[config.mk]
export PLATFORM = sky130hd
export DESIGN_NAME = pss_multi_peak_detector
export DESIGN_NICKNAME = d
export VERILOG_FILES = /design/src/rtl/pss_multi_peak_detector.sv
export SDC_FILE = /design/constraint.sdc
export NUM_CORES = 2
export LEC_CHECK = 0
export CAP_MARGIN = 25
export CORE_ASPECT_RATIO = 0.75
export CORE_MARGIN = 1
export CORE_UTILIZATION = 60
export DETAILED_ROUTE_END_ITERATION = 6
export GPL_TIMING_DRIVEN = 0
export MAX_ROUTING_LAYER = met4
export PLACE_DENSITY_LB_ADDON = 0.12
export REMOVE_ABC_BUFFERS = 1
export SYNTH_ARGS = -nofsm -noshare
export SYNTH_HDL_FRONTEND = slang
export SYNTH_SLANG_ARGS = --single-unit
[constraint.sdc]
create_clock -name clk_i -period 38.9 [get_ports clk_i]
set_clock_uncertainty 0.15 [all_clocks]
set_input_delay 5.835 -clock clk_i [delete_from_list [all_inputs] [get_ports clk_i]]
set_output_delay 5.835 -clock clk_i [all_outputs]
set_load 0.05 [all_outputs]
[src/rtl/pss_multi_peak_detector.sv]
// rtl/pss_multi_peak_detector.sv - multi-channel windowed PSS peak detector with adaptive threshold
//
// Combines N_CH correlator magnitudes per sample (max, lowest channel wins
// ties) and reports the strongest local maximum that dominates a
// +/-WINDOW_LEN neighbourhood, exceeds a moving-average-scaled threshold
// and meets an absolute floor. A holdoff suppresses re-triggering.
//
// Ports:
//   clk_i             clock, rising edge
//   reset_ni          synchronous active-low reset
//   s_axis_in_tdata   N_CH unsigned magnitudes, channel c at [c*IN_DW +: IN_DW]
//   s_axis_in_tvalid  sample strobe, no backpressure
//   min_thresh_i      absolute detection floor
//   peak_detected_o   one-cycle detection pulse
//   peak_nid2_o       winning channel index
//   peak_value_o      magnitude at the peak
//   peak_timestamp_o  accepted-sample index of the peak
module pss_multi_peak_detector #(
  parameter int IN_DW        = 32,
  parameter int N_CH         = 3,
  parameter int WINDOW_LEN   = 8,
  parameter int AVG_LEN_LOG2 = 6,
  parameter int THRESH_SHIFT = 3,
  parameter int HOLDOFF      = 64,
  parameter int CNT_DW       = 32,
  localparam int NID_W       = (N_CH > 1) ? $clog2(N_CH) : 1
) (
  input  logic                   clk_i,
  input  logic                   reset_ni,
  input  logic [N_CH*IN_DW-1:0]  s_axis_in_tdata,
  input  logic                   s_axis_in_tvalid,
  input  logic [IN_DW-1:0]       min_thresh_i,
  output logic                   peak_detected_o,
  output logic [NID_W-1:0]       peak_nid2_o,
  output logic [IN_DW-1:0]       peak_value_o,
  output logic [CNT_DW-1:0]      peak_timestamp_o
);

  localparam int L      = 2 * WINDOW_LEN + 1;
  localparam int AVG_N  = 1 << AVG_LEN_LOG2;
  localparam int N_FILL = (L > AVG_N) ? L : AVG_N;
  localparam int FILL_W = $clog2(N_FILL + 1);
  localparam int HO_W   = $clog2(HOLDOFF + 1);
  localparam int SUM_W  = IN_DW + AVG_LEN_LOG2;
  localparam int TH_W   = IN_DW + THRESH_SHIFT;

  localparam logic [1:0] ST_FILL   = 2'd0;
  localparam logic [1:0] ST_SEARCH = 2'd1;
  localparam logic [1:0] ST_HOLD   = 2'd2;

  // Channel combining: strict '>' keeps the lowest index on ties.
  logic [IN_DW-1:0] comb_val;
  logic [NID_W-1:0] comb_ch;

  always_comb begin
    comb_val = s_axis_in_tdata[0 +: IN_DW];
    comb_ch  = '0;
    for (int c = 1; c < N_CH; c++) begin
      if (s_axis_in_tdata[c*IN_DW +: IN_DW] > comb_val) begin
        comb_val = s_axis_in_tdata[c*IN_DW +: IN_DW];
        comb_ch  = NID_W'(c);
      end
    end
  end

  // History: index 0 is newest, WINDOW_LEN is the candidate, L-1 oldest.
  logic [IN_DW-1:0]  hist_val_q [L];
  logic [NID_W-1:0]  hist_ch_q  [L];
  logic [CNT_DW-1:0] hist_ts_q  [L];
  logic [IN_DW-1:0]  dly_q      [AVG_N];
  logic [SUM_W-1:0]  sum_q;
  logic [CNT_DW-1:0] sample_cnt_q;
  logic [FILL_W-1:0] fill_cnt_q;
  logic              shifted_q;

  always_ff @(posedge clk_i) begin
    if (!reset_ni) begin
      for (int i = 0; i < L; i++) begin
        hist_val_q[i] <= '0;
        hist_ch_q[i]  <= '0;
        hist_ts_q[i]  <= '0;
      end
      for (int i = 0; i < AVG_N; i++) begin
        dly_q[i] <= '0;
      end
      sum_q        <= '0;
      sample_cnt_q <= '0;
      fill_cnt_q   <= '0;
      shifted_q    <= 1'b0;
    end else begin
      shifted_q <= s_axis_in_tvalid;
      if (s_axis_in_tvalid) begin
        hist_val_q[0] <= comb_val;
        hist_ch_q[0]  <= comb_ch;
        hist_ts_q[0]  <= sample_cnt_q;
        for (int i = 1; i < L; i++) begin
          hist_val_q[i] <= hist_val_q[i-1];
          hist_ch_q[i]  <= hist_ch_q[i-1];
          hist_ts_q[i]  <= hist_ts_q[i-1];
        end
        dly_q[0] <= comb_val;
        for (int i = 1; i < AVG_N; i++) begin
          dly_q[i] <= dly_q[i-1];
        end
        // Running sum over the last AVG_N values: add newest, drop the one leaving the line.
        sum_q        <= sum_q + SUM_W'(comb_val) - SUM_W'(dly_q[AVG_N-1]);
        sample_cnt_q <= sample_cnt_q + CNT_DW'(1);
        if (fill_cnt_q != FILL_W'(N_FILL)) begin
          fill_cnt_q <= fill_cnt_q + FILL_W'(1);
        end
      end
    end
  end

  // Peak condition on the current history; only acted on when shifted_q says
  // this history state is the result of a fresh accepted sample.
  logic [IN_DW-1:0] center;
  logic [TH_W-1:0]  thresh_base;
  logic [TH_W-1:0]  thresh;
  logic             is_peak;

  always_comb begin
    center      = hist_val_q[WINDOW_LEN];
    thresh_base = TH_W'(sum_q >> AVG_LEN_LOG2);
    thresh      = thresh_base << THRESH_SHIFT;
    is_peak     = 1'b1;
    for (int i = 0; i < WINDOW_LEN; i++) begin
      if (hist_val_q[i] > center) is_peak = 1'b0;
    end
    // Older side is strict so a plateau reports its oldest sample.
    for (int i = WINDOW_LEN + 1; i < L; i++) begin
      if (hist_val_q[i] >= center) is_peak = 1'b0;
    end
    if (TH_W'(center) <= thresh) is_peak = 1'b0;
    if (center < min_thresh_i) is_peak = 1'b0;
  end

  logic [1:0]      state_q, state_d;
  logic [HO_W-1:0] ho_cnt_q, ho_cnt_d;
  logic            detect;

  always_comb begin
    state_d  = state_q;
    ho_cnt_d = ho_cnt_q;
    detect   = 1'b0;
    if (shifted_q) begin
      case (state_q)
        ST_FILL: begin
          if (fill_cnt_q == FILL_W'(N_FILL)) state_d = ST_SEARCH;
        end
        ST_SEARCH: begin
          if (is_peak) begin
            detect   = 1'b1;
            state_d  = ST_HOLD;
            ho_cnt_d = HO_W'(HOLDOFF);
          end
        end
        ST_HOLD: begin
          // The sample that empties the counter is consumed, not evaluated.
          ho_cnt_d = ho_cnt_q - HO_W'(1);
          if (ho_cnt_q == HO_W'(1)) state_d = ST_SEARCH;
        end
        default: state_d = ST_FILL;
      endcase
    end
  end

  always_ff @(posedge clk_i) begin
    if (!reset_ni) begin
      state_q          <= ST_FILL;
      ho_cnt_q         <= '0;
      peak_detected_o  <= 1'b0;
      peak_nid2_o      <= '0;
      peak_value_o     <= '0;
      peak_timestamp_o <= '0;
    end else begin
      state_q         <= state_d;
      ho_cnt_q        <= ho_cnt_d;
      peak_detected_o <= detect;
      if (detect) begin
        peak_nid2_o      <= hist_ch_q[WINDOW_LEN];
        peak_value_o     <= hist_val_q[WINDOW_LEN];
        peak_timestamp_o <= hist_ts_q[WINDOW_LEN];
      end
    end
  end

endmodule
=== After elaboration in Yosys (flattened, before gate mapping) ===
Memories as Yosys holds them, arrays and structs flattened.
Index checks and enable logic that the tools add are counted.

* Add/subtract/negate cells: 5
* Order comparisons: 20
* Equality and inequality tests: 8
* Multiplexer cells: 150
* Bitwise operators: 115
* Reduce and logical (&&, ||, !) cells: 5

{| class="wikitable"
|+ Operators with widths
! cell !! count
|-
| $mux 32 || 100
|-
| $gt 32x32->1 || 10
|-
| $ge 32x32->1 || 8
|-
| $or 1x1->1 || 115
|-
| $mux 2 || 21
|-
| $add 38x32->38 || 1
|-
| $sub 38x32->38 || 1
|-
| $le 32x35->1 || 1
|-
| $add 32x1->32 const B || 1
|-
| $lt 32x32->1 || 1
|-
| $mux 1 || 26
|-
| $pmux 7 s2 || 1
|-
| $add 7x1->7 const B || 1
|-
| $eq 7x1->1 const B || 1
|-
| $eq 7x7->1 const B || 1
|-
| $mux 7 || 1
|-
| $ne 7x7->1 const B || 1
|-
| $sub 7x1->7 const B || 1
|-
| $ne 2x2->1 const B || 3
|-
| $pmux 2 s3 || 1
|-
| $reduce_and 4->1 || 1
|-
| $reduce_and 3->1 || 1
|-
| $eq 2x1->1 const B || 1
|-
| $eq 2x2->1 const B || 1
|-
| other kinds (3) || 3
|}

* Register bits: 154
* Memory bits (writable): 3170
* Output and inout bits: 67
* Memories kept: 4

{| class="wikitable"
|+ Memory list
! name !! depth !! bits a word !! read ports !! clocked after Yosys merged registers in !! wr ports !! line !! text
|-
| dly_q || 64 || 32 || 64 || 0 || 64 || 70 || <nowiki>logic [IN_DW-1:0] dly_q [AVG_N];</nowiki>
|-
| hist_ts_q || 17 || 32 || 16 || 0 || 17 || 69 || <nowiki>logic [CNT_DW-1:0] hist_ts_q [L];</nowiki>
|-
| hist_val_q || 17 || 32 || 17 || 0 || 17 || 67 || <nowiki>logic [IN_DW-1:0] hist_val_q [L];</nowiki>
|-
| hist_ch_q || 17 || 2 || 16 || 0 || 17 || 68 || <nowiki>logic [NID_W-1:0] hist_ch_q [L];</nowiki>
|}

=== Logic depth before layout (Yosys ltp) ===
An unclocked memory read counts as a cell.

* Depth in word-level cells: 23
* Depth in mapped cells: 38
* Mapped depth without buffers: 36

=== Worst setup path before layout ===
OpenSTA, ideal clock, no wires.

* Path type: input -> register
* Start: input port s_axis_in_tvalid
* End: memory dly_q[0][31], enable pin
* Library setup time: 1.634 ns
* Arrival time: 31.298 ns
* Setup slack: 5.818 ns
* Stages: 4
* Path buffers: 2
* Cell sequence: clkbuf_1 > clkbuf_1 > nor2_1 > inv_2

{| class="wikitable"
|+ RTL lines
! what !! line !! text
|-
| start, declared || 31 || <nowiki>input logic s_axis_in_tvalid,</nowiki>
|-
| end, declared || 70 ||
|}

=== Final worst setup path ===
* Start: input port s_axis_in_tdata[9]
* End: register sum_q[36]

* Longest elaborated chain between the ends: 6

{| class="wikitable"
|+ RTL lines
! what !! line !! text
|-
| start, declared || 30 || <nowiki>input logic [N_CH*IN_DW-1:0] s_axis_in_tdata,</nowiki>
|-
| $gt 32x32->1 || 59 || <nowiki>if (s_axis_in_tdata[c*IN_DW +: IN_DW] > comb_val) begin</nowiki>
|-
| $mux 32 * || 59 ||
|-
| $gt 32x32->1 || 59 ||
|-
| $mux 32 * || 59 ||
|-
| named net comb_val[5] || 52 || <nowiki>logic [IN_DW-1:0] comb_val;</nowiki>
|-
| $add 38x32->38 * || 106 || <nowiki>sum_q <= sum_q + SUM_W'(comb_val) - SUM_W'(dly_q[AVG_N-1]);</nowiki>
|-
| $sub 38x32->38 * || 106 ||
|-
| end signal, assigned || 106 ||
|-
| end, declared || 71 || <nowiki>logic [SUM_W-1:0] sum_q;</nowiki>
|}

Mark *: on every way through the listed nets, which the timed path passes. The rest lies on a longest branch.
A chain may end at the register's enable or synchronous reset.

==> flow_metrics.py <==
metrics = {
    "job": {
        "drv_cap": 0,
    },
    "timing": {
        "fin_tns_setup_ns": 0,
        "rsz0062_at_grt": "false",
        "max_freq_mhz": 63.3,
        "hold_violations": 0,
        "post-route-min-period_ns": 15.79,
        "min_period_over_period_pct": 40.6,
        "finalSetupViolations": 0,
        "worstMarginPinSlew_ns": 1.23,
        "slew_violations": 0,
        "maxSlewHeadroom_pct": 18.3,
    },
    "drt": {
        "ant_nets": 0,
        "drt_iter0_markers": 6185,
        "drc": 0,
        "num_vias": 62900,
        "routed_via_density": 5.87,
        "dr.pass1.iters": 5,
        "wirelength_mm": 222,
        "wire_per_inst_um": 20.7,
    },
    "setup_path": {
        "worstSetupStartpointType": "input pin",
        "crit_path_end_kind": "flop",
        "reg2reg_from": "hist_val_q[8][5]",
        "r2r_slack_ns": 32.43,
        "slowest_stage": "a2111oi_0",
        "critPathBufInv": 5,
        "worst_r2r_path_depth": 14,
        "crit_type": "in2reg",
        "crit_path_max_fanout": 45,
        "critPathTopFamily": "compound AO/OA/AOI/OAI gates",
        "r2r_end": "peak_value_o[7]",
        "cpPeakStageDelay_ns": 0.79,
        "cp.required_ns": 39.44,
        "crit_path_frequent_cell": "a21oi_1",
        "crit_start": "s_axis_in_tdata[9]",
        "cp_data_arrival_time_ns": 16.33,
    },
    "clock_network": {
        "post_cts_buffers": 0,
        "cts_resized": 0,
        "clkSinkCount": 2508,
        "clk_latency_ns": 0.86,
        "cts_root_buf": "clkbuf_16",
        "clkSlewWorstSetupHoldPaths_ns": 0.06,
        "htreeDepth": 4,
        "clockBufferDepth": 3,
        "cts_tree": "built",
        "cts_made_buffers": 225,
        "postCtsHoldBufs": 0,
    },
    "finish": {
        "area_delta_synth_final_pct": 11.3,
        "drive_above_1_share_pct": 5.22,
        "finalNetCount": 8939,
    },
    "pwr": {
        "clkPwrFrac_pct": 35.6,
        "p_leak_uw": 0.0530,
        "p_sw_share_pct": 25.3,
        "power_density_nw_per_um2": 51.5,
        "ir_worst_vdd_mv": 0.0456,
        "p_switching_uw": 1600,
        "power.internal_uw": 4750,
        "seqPwrFrac_pct": 50.9,
        "power.total_uw": 6350,
        "power_frac_comb_pct": 13.4,
    },
    "synthesis": {
        "ys.warnings.count": 0,
        "synth.distinct_cells": 78,
        "synth.cells.most_frequent": "edfxtp_1 (2354), and3_1 (1328), and2_1 (970)",
        "async_reset_ff_share_pct": 0,
        "yosysTopAreaCellShare_pct": 63.8,
        "synth_area_leaders": "edfxtp_1 (64%), ha_1 (7.7%), and3_1 (7.5%), and2_1 (5.5%), dfxtp_1 (2.8%)",
        "ys_ff_latch": 2508,
        "synth_edf_count": 2354,
        "yosysMostFrequentCell": "edfxtp_1",
        "ys.flop_type": "edfxtp_1",
        "avgSynthCellArea_um2": 13.7,
        "synth_top_area_cell": "edfxtp_1",
        "syn_inst": 8063,
        "netlist_area_um2": 111000,
        "seq_area_frac_synth_pct": 66.6,
    },
    "global_routing": {
        "antenna_found_initial": 7,
        "grtUsageTotal_pct": 24.4,
        "first_global_vias": 60100,
        "grt_pass1_wl_mm": 347,
        "grt_max_degree": 329,
        "grt_overflow": 0,
    },
    "min_path": {
        "hold-path-endpoint": "peak_timestamp_o[19]",
        "hold_class": "reg2reg",
        "hold_path.startpoint": "peak_timestamp_o[19]",
        "holdPathStages": 2,
    },
    "place": {
        "finalWeightedCongestion": 0.919,
        "port_buffers": 197,
        "dp_hpwl_mm": 140,
    },
    "floorplanning": {
        "start_util_pct": 60.5,
        "io_pins": 198,
        "die_area_um2": 186000,
        "coreArea_um2": 183000,
        "row_count": 136,
        "die_h_um": 374,
        "dieWidth_um": 498,
    },
    "run_status": {
        "outcome": "complete, no violations",
    },
}
cell families (layout without fill, tap and decap cells):
group	Yosys count	count (layout)	share of synthesized area [%]
AO/OA/AOI/OAI	721	721	4.06
XOR/XNOR	63	63	0.498
adder cells (fa/ha/maj)	713	713	8.27
buffers and inverters	680	910	2.34
flip-flops	2508	2508	66.6
multiplexers	121	121	1.09
other	0	2	0
AND/OR/NAND/NOR	3257	3257	17.2
stage by stage:
stage / std cells / setup WS [ns] / util (%) / hold WS [ns] / instance area, um^2
3_3_place_gp: 10200 / -96.70 / 62.2 / 0.291 / 114000
3_5_place_dp: 10300 / 22.46 / 63.0 / 0.297 / 115000
6_report: 10700 / 23.11 / 67.3 / 0.306 / 123000
4_1_cts: 10700 / 23.36 / 67.1 / 0.308 / 123000
2_1_floorplan: 7603 / 5.18 / - / 0.294 / 109000
5_1_grt: 10700 / 22.63 / 67.3 / 0.324 / 123000
power by group through the flow:
stage                     Clock, uW  Sequential, uW  Combinational, uW
final                          2260            3230                853
after global routing           2410            3250                950
after CTS                      2310            3230                844
after detailed placement          0            3290                836
after global placement            0            3360                899
after floorplan                   0            3380                567
registers in the layout (all words and copies together), names as in the netlist:
| signal | count |
|---|---|
| sample_cnt_q | 32 |
| hist_ch_q | 18 |
| peak_detected_o | 1 |
| ho_cnt_q | 7 |
| shifted_q | 1 |
| state_q | 2 |
| hist_val_q | 530 |
| peak_value_o | 32 |
| sum_q | 38 |
| dly_q | 1518 |
| peak_timestamp_o | 32 |
| fill_cnt_q | 7 |
| hist_ts_q | 288 |
| peak_nid2_o | 2 |
layout make-up:
type / count / area, um^2
Sequential cell: 2508 / 73800
Fill cell: 12700 / 59900
Multi-Input combinational cell: 4875 / 34500
Clock buffer: 288 / 6060
Timing Repair Buffer: 265 / 3700
Tap cell: 2415 / 3020
Clock inverter: 137 / 1520
Inverter: 220 / 836
Antenna cell: 2 / 5.00
how the worst max path moves through the flow:
stage / end / cells after the start
final: sum_q[36] / 37
after global routing: sum_q[34] / 37
after CTS: sum_q[36] / 37
after detailed placement: sum_q[34] / 36
after global placement: dly_q[6][112] / 4
after floorplan: dly_q[0][31] / 3
cell usage in the layout, fill, tap and decap left out, types with 36 or more instances in the layout:
cell type / netlist / layout
clkdlybuf4s50_1: 0 / 195
inv_1: 218 / 217
mux2i_1: 121 / 121
xor2_1: 36 / 36
a21oi_1: 298 / 298
buf_16: 0 / 56
ha_1: 681 / 681
edfxtp_1: 2354 / 2354
a21o_1: 74 / 74
nor4_1: 42 / 42
nand4_1: 144 / 144
nand3_1: 83 / 82
nor2_1: 219 / 219
a211oi_1: 65 / 65
and2_1: 970 / 970
clkinv_2: 0 / 50
clkinv_1: 1 / 41
clkbuf_16: 0 / 228
o21ai_0: 105 / 105
nand2_1: 322 / 321
and3_1: 1328 / 1328
clkbuf_1: 449 / 47
dfxtp_1: 154 / 154
layer usage:
layer | global-route usage (%) | part of all wire (%)
met4 | 5.65 | 2.0
met2 | 33.8 | 43
met1 | 38.0 | 49
met5 | - | 0
met3 | 3.44 | 5.6
worst register-to-register path, cell delays in order (launching register included):
cell and delay (ns):
edfxtp_1 0.54, inv_1 0.78, ha_1 0.29, nand4_1 0.13
nor4_1 0.87, nor2_1 0.13, a222oi_1 0.85, nand3_1 0.30
nor4_4 0.58, nand3_2 0.25, nor2_4 0.44, buf_12 0.28
buf_12 0.28, buf_12 0.26, mux2i_1 0.28
(Power assumes the default switching activity.)
